[src/rtl/fft_cmult_combine_pkg.sv]
// Shared FFT datapath definitions: default widths, combine-phase encoding
// and signed saturation bounds.
package fft_cmult_combine_pkg;

    localparam int PROD_W_DEF = 16;
    localparam int OUT_W_DEF  = 16;
    localparam int SHIFT_DEF  = 7;

    typedef enum logic [1:0] {
        PH_RR = 2'd0,
        PH_II = 2'd1,
        PH_RI = 2'd2,
        PH_IR = 2'd3
    } phase_e;

    function automatic longint sat_max(input int w);
        return (64'sd1 <<< (w - 1)) - 64'sd1;
    endfunction

    function automatic longint sat_min(input int w);
        return -(64'sd1 <<< (w - 1));
    endfunction

endpackage

[src/rtl/fft_round_sat.sv]
// Combinational round-half-up, arithmetic right shift and saturation of one
// signed accumulator component down to OUT_W bits.
module fft_round_sat
    import fft_cmult_combine_pkg::*;
#(
    parameter int IN_W  = 18,
    parameter int SHIFT = SHIFT_DEF,
    parameter int ROUND = 1,
    parameter int OUT_W = OUT_W_DEF
) (
    input  logic signed [IN_W-1:0]  din,
    output logic signed [OUT_W-1:0] dout
);

    localparam int RSH = (SHIFT > 0) ? SHIFT - 1 : 0;
    localparam logic signed [IN_W:0] RND =
        (ROUND != 0 && SHIFT > 0) ? ({{IN_W{1'b0}}, 1'b1} << RSH) : '0;

    // One guard bit so the rounding add cannot wrap at the accumulator extremes.
    logic signed [IN_W:0] v_s;
    logic signed [IN_W:0] shifted_s;

    // Round, shift, then clamp into the signed OUT_W range.
    always_comb begin
        v_s       = {din[IN_W-1], din} + RND;
        shifted_s = v_s >>> SHIFT;
        if (longint'(shifted_s) > sat_max(OUT_W)) begin
            dout = OUT_W'(sat_max(OUT_W));
        end else if (longint'(shifted_s) < sat_min(OUT_W)) begin
            dout = OUT_W'(sat_min(OUT_W));
        end else begin
            dout = shifted_s[OUT_W-1:0];
        end
    end

endmodule

[src/rtl/fft_cmult_combine.sv]
// Restores signs of the four chain partial products (rr, ii, ri, ir), combines
// them into one complex product and rescales it for the butterfly stage.
module fft_cmult_combine
    import fft_cmult_combine_pkg::*;
#(
    parameter int PROD_W = PROD_W_DEF,
    parameter int OUT_W  = OUT_W_DEF,
    parameter int SHIFT  = SHIFT_DEF,
    parameter int ROUND  = 1
) (
    input  logic                    clk,
    input  logic                    rst,
    input  logic                    in_vld,
    input  logic [PROD_W-1:0]       in_prod,
    input  logic                    in_sign,
    input  logic                    in_first,
    output logic                    out_vld,
    output logic signed [OUT_W-1:0] out_re,
    output logic signed [OUT_W-1:0] out_im,
    output logic                    err
);

    localparam int ACC_W = PROD_W + 2;

    phase_e                  phase_r;
    logic signed [ACC_W-1:0] acc_re_r;
    logic signed [ACC_W-1:0] acc_im_r;
    logic                    done_r;
    logic signed [ACC_W-1:0] ext_s;
    logic signed [ACC_W-1:0] term_s;
    logic signed [OUT_W-1:0] re_sat_s;
    logic signed [OUT_W-1:0] im_sat_s;

    // Signed term from the unsigned magnitude and its side-band sign.
    always_comb begin
        ext_s = {2'b00, in_prod};
        if (in_sign) begin
            term_s = -ext_s;
        end else begin
            term_s = ext_s;
        end
    end

    fft_round_sat #(
        .IN_W  (ACC_W),
        .SHIFT (SHIFT),
        .ROUND (ROUND),
        .OUT_W (OUT_W)
    ) u_rs_re (
        .din  (acc_re_r),
        .dout (re_sat_s)
    );

    fft_round_sat #(
        .IN_W  (ACC_W),
        .SHIFT (SHIFT),
        .ROUND (ROUND),
        .OUT_W (OUT_W)
    ) u_rs_im (
        .din  (acc_im_r),
        .dout (im_sat_s)
    );

    // Phase sequencing, accumulation and registered outputs. An in_first
    // sample always restarts a group; in PH1..PH3 that is also a framing error.
    always_ff @(posedge clk or posedge rst) begin
        if (rst) begin
            phase_r  <= PH_RR;
            acc_re_r <= '0;
            acc_im_r <= '0;
            done_r   <= 1'b0;
            out_vld  <= 1'b0;
            out_re   <= '0;
            out_im   <= '0;
            err      <= 1'b0;
        end else begin
            out_vld <= 1'b0;
            err     <= 1'b0;
            done_r  <= 1'b0;
            if (done_r) begin
                out_vld <= 1'b1;
                out_re  <= re_sat_s;
                out_im  <= im_sat_s;
            end
            if (in_vld) begin
                if (in_first) begin
                    acc_re_r <= term_s;
                    phase_r  <= PH_II;
                    if (phase_r != PH_RR) begin
                        err <= 1'b1;
                    end
                end else begin
                    case (phase_r)
                        PH_RR: begin
                            err <= 1'b1;
                        end
                        PH_II: begin
                            acc_re_r <= acc_re_r - term_s;
                            phase_r  <= PH_RI;
                        end
                        PH_RI: begin
                            acc_im_r <= term_s;
                            phase_r  <= PH_IR;
                        end
                        PH_IR: begin
                            acc_im_r <= acc_im_r + term_s;
                            phase_r  <= PH_RR;
                            done_r   <= 1'b1;
                        end
                        default: begin
                            phase_r <= PH_RR;
                        end
                    endcase
                end
            end
        end
    end

endmodule
[config.mk]
export PLATFORM = sky130hd
export DESIGN_NAME = fft_cmult_combine
export DESIGN_NICKNAME = d
export VERILOG_FILES = /design/src/rtl/fft_cmult_combine_pkg.sv /design/src/rtl/fft_round_sat.sv /design/src/rtl/fft_cmult_combine.sv
export SDC_FILE = /design/constraint.sdc
export NUM_CORES = 1
export LEC_CHECK = 0
export CAP_MARGIN = 20
export CELL_PAD_IN_SITES_DETAIL_PLACEMENT = 0
export CELL_PAD_IN_SITES_GLOBAL_PLACEMENT = 1
export CORE_MARGIN = 5
export CORE_UTILIZATION = 39
export CTS_BUF_LIST = sky130_fd_sc_hd__clkbuf_8 sky130_fd_sc_hd__clkbuf_16
export CTS_CLUSTER_SIZE = 30
export DETAILED_ROUTE_END_ITERATION = 8
export HOLD_SLACK_MARGIN = 0.1
export PLACE_DENSITY = 0.79
export SLEW_MARGIN = 0
export SYNTH_ARGS = -nofsm -noshare
export SYNTH_HDL_FRONTEND = slang
export SYNTH_SLANG_ARGS = --single-unit
[constraint.sdc]
create_clock -name clk -period 3.13 [get_ports clk]
set_input_delay 0.313 -clock clk [delete_from_list [all_inputs] [get_ports clk]]
set_output_delay 0.313 -clock clk [all_outputs]
set_load 0.01 [all_outputs]
==> key figures, run 1 <==
Cells and area
  • Register cell area after layout: 1680 um2
  • Multi-input gate area: 4120 um2
  • Number of nets in the layout: 909
  • Area added between synthesis and finish: 50.0%
  • Number of antenna repair diodes: 0
  • Fraction of layout cells with a size suffix above 1: 33.9%
  • Final-layout fill cell count: 1,224

Routing
  • DRC violation total after the first TritonRoute iteration: 303
  • Detail Route Antenna Nets: 0
  • Routed WL: 16,800 um
  • Number of detailed-route iterations in the first pass: 5
  • Via density per instance: 5.43
  • Routed vias: 5,617
  • DRC violation count after routing: 0
  • Routed wire per std cell: 16.3 um

Timing
  • Final count of pins violating max slew: 0
  • Clock period minus worst slack: 3.24 ns
  • Period Utilization, post-route: 103%
  • Final Worst Setup Slack: -0.108 ns
  • Maximum frequency from static timing analysis: 0.309 GHz
  • Final Skew: 0.00645 ns
  • Unrepaired setup endpoints after global routing: true
  • Final setup violation count: 7
  • Fin Hold WS: 0.456 ns
  • Hold violation total from the final report: 0
  • Worst relative slew slack: 45.2%
  • Aggregate negative setup slack: -0.339 ns
  • Transition time at the pin with the least slew margin: 0.821 ns

Synth
  • Share of the synthesized area in the top cell type: 30.9%
  • Proportion of synthesized flip-flops having asynchronous set or reset: 100%
  • Number of enable flip-flop cells after synthesis: 0
  • Count of distinct cell types in the synthesized netlist: 68
  • Share of the yosys chip area belonging to registers: 30.9%
  • Most used DFF post-synth: dfrtp_1
  • Largest area contributor in the netlist: dfrtp_1
  • Syn nets: 735
  • Post-synthesis sequential element count: 67
  • Top cell types by occurrence after synthesis: 73 x a21oi_1, 67 x dfrtp_1, 63 x nor2_1, 57 x nand2_1, 53 x o21ai_0
  • Cells after Synth: 677
  • Count of synthesis-stage warnings from yosys: 0
  • Total standard cell area after synthesis: 5430 um2
  • Avg Cell Area, Syn: 8.02 um2
  • Leading cell types by total area after synthesis: dfrtp_1 31%, ha_1 8.1%, a21oi_1 6.7%
  • Leading cell type by number of instances after synthesis: a21oi_1

Floorplanning
  • Number of standard-cell rows in the floorplan: 43
  • Floorplan die area: 16,400 um2
  • Ports: 55
  • Die height: 128 um
  • Die X-Extent: 128 um
  • CORE AREA: 13,800 um2
  • Initial standard-cell utilization of the core: 39.4%

Clock network
  • CTS root buf: clkbuf_16
  • Htree depth: 3
  • Later-pin clock latency in the skew report: 0.34 ns
  • Number of CTS-inserted buffers: 9
  • Sink count of the clock tree: 67
  • Hold buffer count at CTS: 0
  • CTS clock-pin slew for the worst setup and hold paths: 0.06 ns
  • Clock tree from TritonCTS: built
  • Maximum clock insertion buffer count: 2

Global route
  • Initial antenna violation count: 0
  • GRT overflow: 0
  • Pin count of the biggest net entering global routing: 40
  • Wire length of the first global-routing pass: 26,700 um
  • Total track usage: 20.3%
  • Via count of the first global-routing pass: 5,421

Setup path
  • Worst R2R Start: acc_re_r[0]$_DFFE_PP0P_
  • Required time of the critical path: 3.34 ns
  • Setup CP Type: in2reg
  • Capture point of the worst reg-to-reg path: acc_re_r[14]$_DFFE_PP0P_
  • Logic depth of the worst path, buffers included: 18
  • Largest delay share family, worst path: compound AO/OA/AOI/OAI gates
  • Crit path DAT: 3.45 ns
  • Register-to-register path setup slack: -0.10 ns
  • Largest stage delay on the critical path: 0.33 ns
  • Kind of capture point of the worst setup path: flop
  • Startpoint of the most critical setup path: in_prod[4]
  • Depth of the most critical reg-to-reg path: 14
  • Number of buffers and inverters on the critical path: 5
  • Slowest stage cell, crit path: nor4_4
  • Crit path max fanout: 3
  • Worst setup path endpoint: acc_re_r[14]$_DFFE_PP0P_
  • Critical path cell sequence: buf_6 > buf_6 > nor4_4 > nand2_2 > buf_4 > buf_4 > nand2_2 > xor2_1 > buf_4 > ha_1 > and2_1 > a31o_2 > o311ai_4 > maj3_2 > o21ai_2 > a31oi_1 > xor2_1 > o221ai_1
  • Kind of launch point of the worst setup path: input pin
  • Cell occurring most often along the worst timing path: buf_4

Pwr
  • NetSw: 3110 uW
  • Max VDD drop: 395 uV
  • Pleak: 0.00353 uW
  • Power per Cell Area: 925 nW/um2
  • Overall power of the completed layout: 7530 uW
  • Share of total power in sequential cells: 23.8%
  • Internal power: 4420 uW
  • Combinational fraction of design power: 61.5%
  • Clock power share: 14.7%
  • Sw Ratio: 41.3%

Placed design
  • IO buf count: 54
  • Worst-case setup slack after placement: -0.989 ns
  • Dpl hpwl: 12,000 um
  • Global placement routability congestion: 0.921

Run status
  • Failing checks: setup timing
  • Outcome: finished with violations

Min path
  • Worst hold-check path type: in2async

Flow run
  • Maximum Capacitance Violations: 0
## logic make-up (layout without fill, tap and decap cells)
kind of cell | after synthesis | in the layout | share of synthesized area, %
AO/OA/AOI/OAI | 208 | 208 | 23.5
XOR/XNOR | 51 | 51 | 8.36
adder cells (fa/ha/maj) | 42 | 42 | 9.74
buffers and inverters | 79 | 257 | 5.92
flip-flops | 67 | 67 | 30.9
multiplexers | 13 | 13 | 2.70
AND/OR/NAND/NOR | 217 | 217 | 18.9
## area by class of cell
cell class	count	share of cell area (%)
Inverter	40	1.84
Clock inverter	6	1.12
Multi-Input combinational cell	531	50.5
Tap cell	180	2.76
Clock buffer	9	2.76
Timing Repair Buffer	202	20.4
Sequential cell	67	20.6
## metrics by stage
step                instance area, um2  instances  util (%)
finish                            8150       1035      59.1
global route                      8150       1035      59.1
CTS                               7700       1020      55.9
detailed placement                7060        988      51.2
global placement                  7060        988      51.2
floorplan                         5590        677         -
## layer usage
metal	GRT usage [%]	vias up	wire [um]
met2	35.2	134	8490
met1	24.6	2696	7220
met4	7.99	0	472
met3	4.00	37	644
li1	-	2750	-
met5	0	-	0
## power groups by stage
stage	sequential [uW]	combinational [uW]	clock, uW
floorplan	1640	2520	0
global placement	1730	3840	0
detailed placement	1760	3930	0
CTS	1750	4200	1130
global route	1860	5060	1170
finish	1790	4630	1110
## sequential cells by signal (all words and copies together) (netlist names)
register,count
acc_im_r,18
acc_re_r,18
done_r,1
err,1
out_im,13
out_re,13
out_vld,1
phase_r,2
## timing repair
| action | CTS | global route |
|---|---|---|
| pin swaps | 43 | 58 |
| setup buffers | 17 | 17 |
| gates resized for setup | 78 | 71 |
| endpoints found under the setup margin | 18 | 16 |
## cell usage in the layout, fill, tap and decap left out, types with 6 or more instances in the layout
master / Yosys / routed
a21o_1: 10 / 10
a21oi_1: 73 / 63
a21oi_2: 1 / 7
a31oi_1: 12 / 9
and2_1: 7 / 7
buf_4: 6 / 141
buf_6: 0 / 9
clkbuf_16: 0 / 9
clkdlybuf4s50_1: 0 / 43
dfrtp_1: 67 / 67
ha_1: 35 / 19
ha_4: 0 / 13
inv_1: 40 / 32
inv_2: 0 / 8
mux2i_1: 9 / 8
nand2_1: 57 / 50
nand2_2: 1 / 8
nand3_1: 22 / 19
nor2_1: 63 / 62
nor2b_1: 8 / 8
nor3_1: 18 / 16
o21ai_0: 53 / 39
o21ai_1: 4 / 8
o21ai_2: 0 / 8
xnor2_1: 28 / 22
xnor2_2: 0 / 6
xor2_1: 22 / 19
## how the worst min path moves through the flow
stage / startpoint / end / slack, ns / depth (start not counted)
after floorplan: done_r$_DFF_PP0_ / out_vld$_DFF_PP0_ / 0.39 / 0
after global placement: acc_re_r[0]$_DFFE_PP0P_ / acc_re_r[0]$_DFFE_PP0P_ / 0.46 / 2
after detailed placement: acc_re_r[0]$_DFFE_PP0P_ / acc_re_r[0]$_DFFE_PP0P_ / 0.48 / 2
after CTS: rst / out_im[6]$_DFFE_PP0P_ / 0.48 / 2
after global routing: in_prod[0] / acc_im_r[0]$_DFFE_PP0P_ / 0.48 / 4
final: rst / out_im[4]$_DFFE_PP0P_ / 0.46 / 2
Power figures use the tool's default switching activity.
==> inputs of run 2 (changes only) <==
--- a/config.mk
+++ b/config.mk
@@ -9,7 +9,7 @@
 export CELL_PAD_IN_SITES_DETAIL_PLACEMENT = 0
 export CELL_PAD_IN_SITES_GLOBAL_PLACEMENT = 1
 export CORE_MARGIN = 5
-export CORE_UTILIZATION = 39
+export CORE_UTILIZATION = 33
 export CTS_BUF_LIST = sky130_fd_sc_hd__clkbuf_8 sky130_fd_sc_hd__clkbuf_16
 export CTS_CLUSTER_SIZE = 30
 export DETAILED_ROUTE_END_ITERATION = 8
==> key figures, run 2 (synthesis results as in run 1) <==
Clock network
  • Later-pin clock latency in the skew report: 0.35 ns
  • Number of CTS-inserted buffers: 9
  • Htree depth: 3
  • Clock tree from TritonCTS: built
  • CTS root buf: clkbuf_16
  • Maximum clock insertion buffer count: 2
  • Sink count of the clock tree: 67
  • CTS clock-pin slew for the worst setup and hold paths: 0.07 ns

Timing
  • Hold violation total from the final report: 0
  • Final count of pins violating max slew: 0
  • Aggregate negative setup slack: -0.163 ns
  • Worst relative slew slack: 47.0%
  • Final setup violation count: 2
  • Maximum frequency from static timing analysis: 0.311 GHz
  • Unrepaired setup endpoints after global routing: true
  • Transition time at the pin with the least slew margin: 0.794 ns
  • Final Skew: 0.0162 ns
  • Clock period minus worst slack: 3.21 ns
  • Period Utilization, post-route: 103%
  • Final Worst Setup Slack: -0.0840 ns

Floorplanning
  • Die X-Extent: 138 um
  • Die height: 138 um
  • Ports: 55
  • Initial standard-cell utilization of the core: 33.2%
  • Number of standard-cell rows in the floorplan: 47
  • Floorplan die area: 19,100 um2
  • CORE AREA: 16,300 um2

Global route
  • Wire length of the first global-routing pass: 25,300 um
  • Via count of the first global-routing pass: 5,117
  • Initial antenna violation count: 0
  • Total track usage: 15.8%
  • Pin count of the biggest net entering global routing: 59
  • GRT overflow: 0

Setup path
  • Crit path DAT: 3.44 ns
  • Cell occurring most often along the worst timing path: buf_4
  • Crit path max fanout: 2
  • Startpoint of the most critical setup path: in_prod[7]
  • Capture point of the worst reg-to-reg path: acc_re_r[14]$_DFFE_PP0P_
  • Slowest stage cell, crit path: or4_4
  • Largest stage delay on the critical path: 0.52 ns
  • Depth of the most critical reg-to-reg path: 14
  • Kind of launch point of the worst setup path: input pin
  • Critical path cell sequence: buf_6 > or4_4 > or3_4 > buf_4 > nor4_4 > buf_4 > nand3_4 > nand2_2 > xor2_2 > buf_4 > inv_2 > ha_4 > or2_2 > a21oi_2 > a21oi_2 > mux4_2 > a211o_1
  • Number of buffers and inverters on the critical path: 5
  • Kind of capture point of the worst setup path: flop
  • Largest delay share family, worst path: simple AND/OR/NAND/NOR gates
  • Register-to-register path setup slack: 0.06 ns
  • Required time of the critical path: 3.36 ns
  • Worst R2R Start: acc_re_r[0]$_DFFE_PP0P_
  • Setup CP Type: in2reg

Pwr
  • Power per Cell Area: 905 nW/um2
  • Overall power of the completed layout: 7510 uW
  • Max VDD drop: 515 uV
  • Pleak: 0.00361 uW

Routing
  • Routed wire per std cell: 14.8 um
  • DRC violation total after the first TritonRoute iteration: 352
  • Number of detailed-route iterations in the first pass: 5
  • Routed WL: 16,200 um
  • Detail Route Antenna Nets: 0
  • Via density per instance: 5.08
  • Routed vias: 5,549
  • DRC violation count after routing: 0

Min path
  • Worst hold-check path type: in2async

Placed design
  • IO buf count: 54
  • Dpl hpwl: 11,700 um
  • Global placement routability congestion: 0.838
  • Number of placed cells counting well taps: 1,033

Flow run
  • Maximum Capacitance Violations: 0

Cells and area
  • Largest registers: acc_im_r x18, acc_re_r x18
  • Area added between synthesis and finish: 52.8%
  • Fraction of layout cells with a size suffix above 1: 34.8%
  • Non-filler cells, final: 1,093
  • Most used cells in the layout excluding fill and tap cells: 160 x buf_4, 67 x dfrtp_1, 63 x a21oi_1
  • Number of nets in the layout: 927
  • Number of antenna repair diodes: 0
  • Most frequent standard cell in the layout excluding fill and tap cells: buf_4

Run status
  • Failing checks: setup timing
  • Outcome: finished with violations
-- run 2: layer usage --
| layer | vias to the layer above | share of wire, % | track usage (%) |
|---|---|---|---|
| li1 | 2795 | - | - |
| met1 | 2617 | 45 | 20.2 |
| met2 | 117 | 49 | 26.6 |
| met3 | 20 | 4.2 | 3.73 |
| met4 | 0 | 2.2 | 4.89 |
| met5 | - | 0 | 0 |
-- run 2: worst max path at each step --
stage	depth (start not counted)	endpoint	slack [ns]
final	17	acc_im_r[17]$_DFFE_PP0P_	-0.08
after CTS	15	acc_re_r[15]$_DFFE_PP0P_	-0.14
after floorplan	14	acc_re_r[15]$_DFFE_PP0P_	-0.29
after global routing	15	acc_re_r[15]$_DFFE_PP0P_	-0.21
after detailed placement	14	acc_im_r[17]$_DFFE_PP0P_	-0.91
after global placement	17	acc_im_r[17]$_DFFE_PP0P_	-0.86
-- run 2: power breakdown --
part	switching (uW)	internal [uW]	leakage, uW	total [uW]
registers	491	1270	0.000796	1760
clock network	421	778	0.000166	1200
logic	2120	2430	0.00265	4550
-- run 2: timing repair --
item / in CTS / in global routing
endpoints found under the setup margin: 18 / 15
hold buffers: 0 / 0
resized for setup: 63 / 88
buffers inserted: 27 / 21
pin swaps: 39 / 67
-- run 2: area by class of cell --
cell class | count | area (um2)
fillers | 1578 | 8050
multi-input cells | 531 | 4060
repair buffers | 220 | 1800
flip-flops and latches | 67 | 1680
well taps | 220 | 275
clock buffers | 9 | 225
inverters | 40 | 155
clock inverters | 6 | 113
-- run 2: per-stage QoR --
step           utilization, %  worst slack, ns  hold WS, ns  area [um2]
3_3_place_gp             43.7           -0.860        0.467        7140
2_1_floorplan               -           -0.293        0.389        5590
3_5_place_dp             43.7           -0.905        0.475        7140
6_report                 50.8          -0.0840        0.206        8300
5_1_grt                  50.8           -0.208        0.228        8300
4_1_cts                  47.7           -0.139        0.210        7800
==> inputs of run 3 (changes only) <==
==> constraint.sdc (replaced) <==
create_clock -name clk -period 3.13 [get_ports clk]
set_input_delay 0.626 -clock clk [delete_from_list [all_inputs] [get_ports clk]]
set_output_delay 0.626 -clock clk [all_outputs]
set_load 0.01 [all_outputs]
==> key figures, run 3 (synthesis results as in run 1) <==
Pwr
  • Power per Cell Area: 909 nW/um2
  • Max VDD drop: 399 uV
  • Overall power of the completed layout: 7560 uW
  • Internal power: 4470 uW
  • Share of total power in sequential cells: 23.5%
  • Combinational fraction of design power: 62.0%
  • Clock power share: 14.5%
  • NetSw: 3090 uW
  • Sw Ratio: 40.8%
  • Pleak: 0.00358 uW

Timing
  • Period Utilization, post-route: 112%
  • Transition time at the pin with the least slew margin: 0.811 ns
  • Final count of pins violating max slew: 0
  • Final Worst Setup Slack: -0.385 ns
  • Unrepaired setup endpoints after global routing: true
  • Final setup violation count: 12
  • Worst relative slew slack: 45.9%
  • Final Skew: 0.0132 ns
  • Maximum frequency from static timing analysis: 0.285 GHz
  • Hold violation total from the final report: 0
  • Clock period minus worst slack: 3.51 ns

Routing
  • Detail Route Antenna Nets: 0
  • Routed vias: 5,506
  • DRC violation total after the first TritonRoute iteration: 293
  • Number of detailed-route iterations in the first pass: 4
  • Routed WL: 16,200 um
  • Via density per instance: 5.11
  • DRC violation count after routing: 0
  • Routed wire per std cell: 15.1 um

Min path
  • Worst hold-check path type: reg2reg
  • Hold path start: acc_im_r[0]$_DFFE_PP0P_

Global route
  • Pin count of the biggest net entering global routing: 68
  • Met1 demand-to-capacity share in global routing: 21.2%
  • GR met3 Demand/Resource: 3.56%
  • Layer with the highest usage after global routing: met2
  • Via count of the first global-routing pass: 5,433
  • Wire length of the first global-routing pass: 26,700 um
  • GRT overflow: 0
  • Initial antenna violation count: 0
  • Total track usage: 16.7%
  • GRT met2 Usage: 28.9%

Setup path
  • Slowest stage cell, crit path: or4_4
  • Setup CP Type: in2reg
  • Number of buffers and inverters on the critical path: 1
  • Largest delay share family, worst path: simple AND/OR/NAND/NOR gates
  • Critical path cell sequence: buf_6 > or4_4 > or3_4 > o21ai_4 > xor2_2 > ha_1 > o221ai_2 > nor4_2 > nor4bb_4 > a221o_1 > maj3_2 > a21oi_2 > xor2_1 > o221ai_1
  • Kind of capture point of the worst setup path: flop
  • Worst R2R Start: acc_re_r[0]$_DFFE_PP0P_
  • Kind of launch point of the worst setup path: input pin
  • Crit path max fanout: 4
  • Required time of the critical path: 3.34 ns
  • Startpoint of the most critical setup path: in_prod[7]
  • Crit path DAT: 3.72 ns
  • Largest stage delay on the critical path: 0.53 ns

Floorplanning
  • Die height: 138 um
  • Ports: 55
  • Number of standard-cell rows in the floorplan: 47
  • Initial standard-cell utilization of the core: 33.2%
  • Die X-Extent: 138 um
  • CORE AREA: 16,300 um2
  • Floorplan die area: 19,100 um2

Placed design
  • Dpl hpwl: 11,800 um
  • Global placement routability congestion: 0.861
  • IO buf count: 54

Run status
  • Failing checks: setup timing
  • Outcome: finished with violations

Clock network
  • Number of CTS-inserted buffers: 9
  • Maximum clock insertion buffer count: 2
  • CTS root buf: clkbuf_16
  • CTS clock-pin slew for the worst setup and hold paths: 0.05 ns
  • Sink count of the clock tree: 67
  • Later-pin clock latency in the skew report: 0.35 ns
  • Clock tree from TritonCTS: built
  • Htree depth: 3

Cells and area
  • Largest registers: acc_im_r x18, acc_re_r x18
  • Number of nets in the layout: 911
  • Fraction of layout cells with a size suffix above 1: 34.4%
  • Number of antenna repair diodes: 0
  • Most used cells in the layout excluding fill and tap cells: 134 x buf_4, 67 x dfrtp_1, 63 x nor2_1
  • Most frequent standard cell in the layout excluding fill and tap cells: buf_4
  • Area added between synthesis and finish: 53.2%
  • Final design utilization: 50.9%

Flow run
  • Maximum Capacitance Violations: 0
## run 3: power groups by stage
stage	Clock (uW)	Sequential, uW	Combinational [uW]
floorplan	0	1640	2570
global placement	0	1740	3990
detailed placement	0	1760	4040
CTS	1130	1760	4360
global route	1170	1850	5180
finish	1100	1780	4690
## run 3: cell type report
class | count | area (um2)
Fill cell | 1538 | 8030
Inverter | 40 | 158
Sequential cell | 67 | 1680
Timing Repair Buffer | 204 | 1730
Multi-Input combinational cell | 531 | 4170
Clock inverter | 6 | 90.1
Tap cell | 220 | 275
Clock buffer | 9 | 225
## run 3: routing by layer
metal	share of wire [%]	vias to the layer above
met1	45	2601
met5	0	-
li1	-	2759
met4	2.1	0
met2	49	118
met3	3.8	28
## run 3: path summary, 6_finish.rpt
path                                             to  slack (ns)  cells after the start
min                         acc_im_r[0]$_DFFE_PP0P_        0.48                      2
max                        acc_re_r[15]$_DFFE_PP0P_       -0.38                     14
min reg2reg                 acc_im_r[0]$_DFFE_PP0P_        0.48                      2
max in group asynchronous   acc_im_r[0]$_DFFE_PP0P_        2.14                      3
max reg2reg                acc_re_r[14]$_DFFE_PP0P_           0                     14
min in group asynchronous  acc_im_r[10]$_DFFE_PP0P_        0.69                      3
## run 3: worst reg2reg max path, cell delays in order (launching register included)
cell	delay (ns)
dfrtp_1	0.37
inv_1	0.06
ha_1	0.14
inv_1	0.06
fa_2	0.37
a211o_1	0.36
a21oi_4	0.21
o31ai_4	0.09
a31o_4	0.26
o311ai_4	0.28
maj3_2	0.26
o21ai_2	0.06
a31oi_1	0.19
xor2_1	0.17
o221ai_1	0.12
## run 3: per-stage QoR
stage / setup slack (ns) / std cells / instance area, um2 / hold WS (ns) / TNS [ns]
finish: -0.385 / 1077 / 8320 / 0.479 / -2.57
global route: -0.498 / 1077 / 8320 / 0.516 / -4.19
CTS: -0.393 / 1068 / 7960 / 0.487 / -2.05
detailed placement: -1.15 / 1036 / 7240 / 0.475 / -18.55
global placement: -1.05 / 1036 / 7240 / 0.464 / -17.17
floorplan: -0.606 / 677 / 5690 / 0.389 / -3.79
## run 3: what timing repair did
action	in CTS	in global routing
endpoints found under the setup margin	20	17
pin swaps	64	48
hold buffers	0	0
hold endpoints to repair	0	0
buffers inserted	18	10
gates resized for setup	113	54
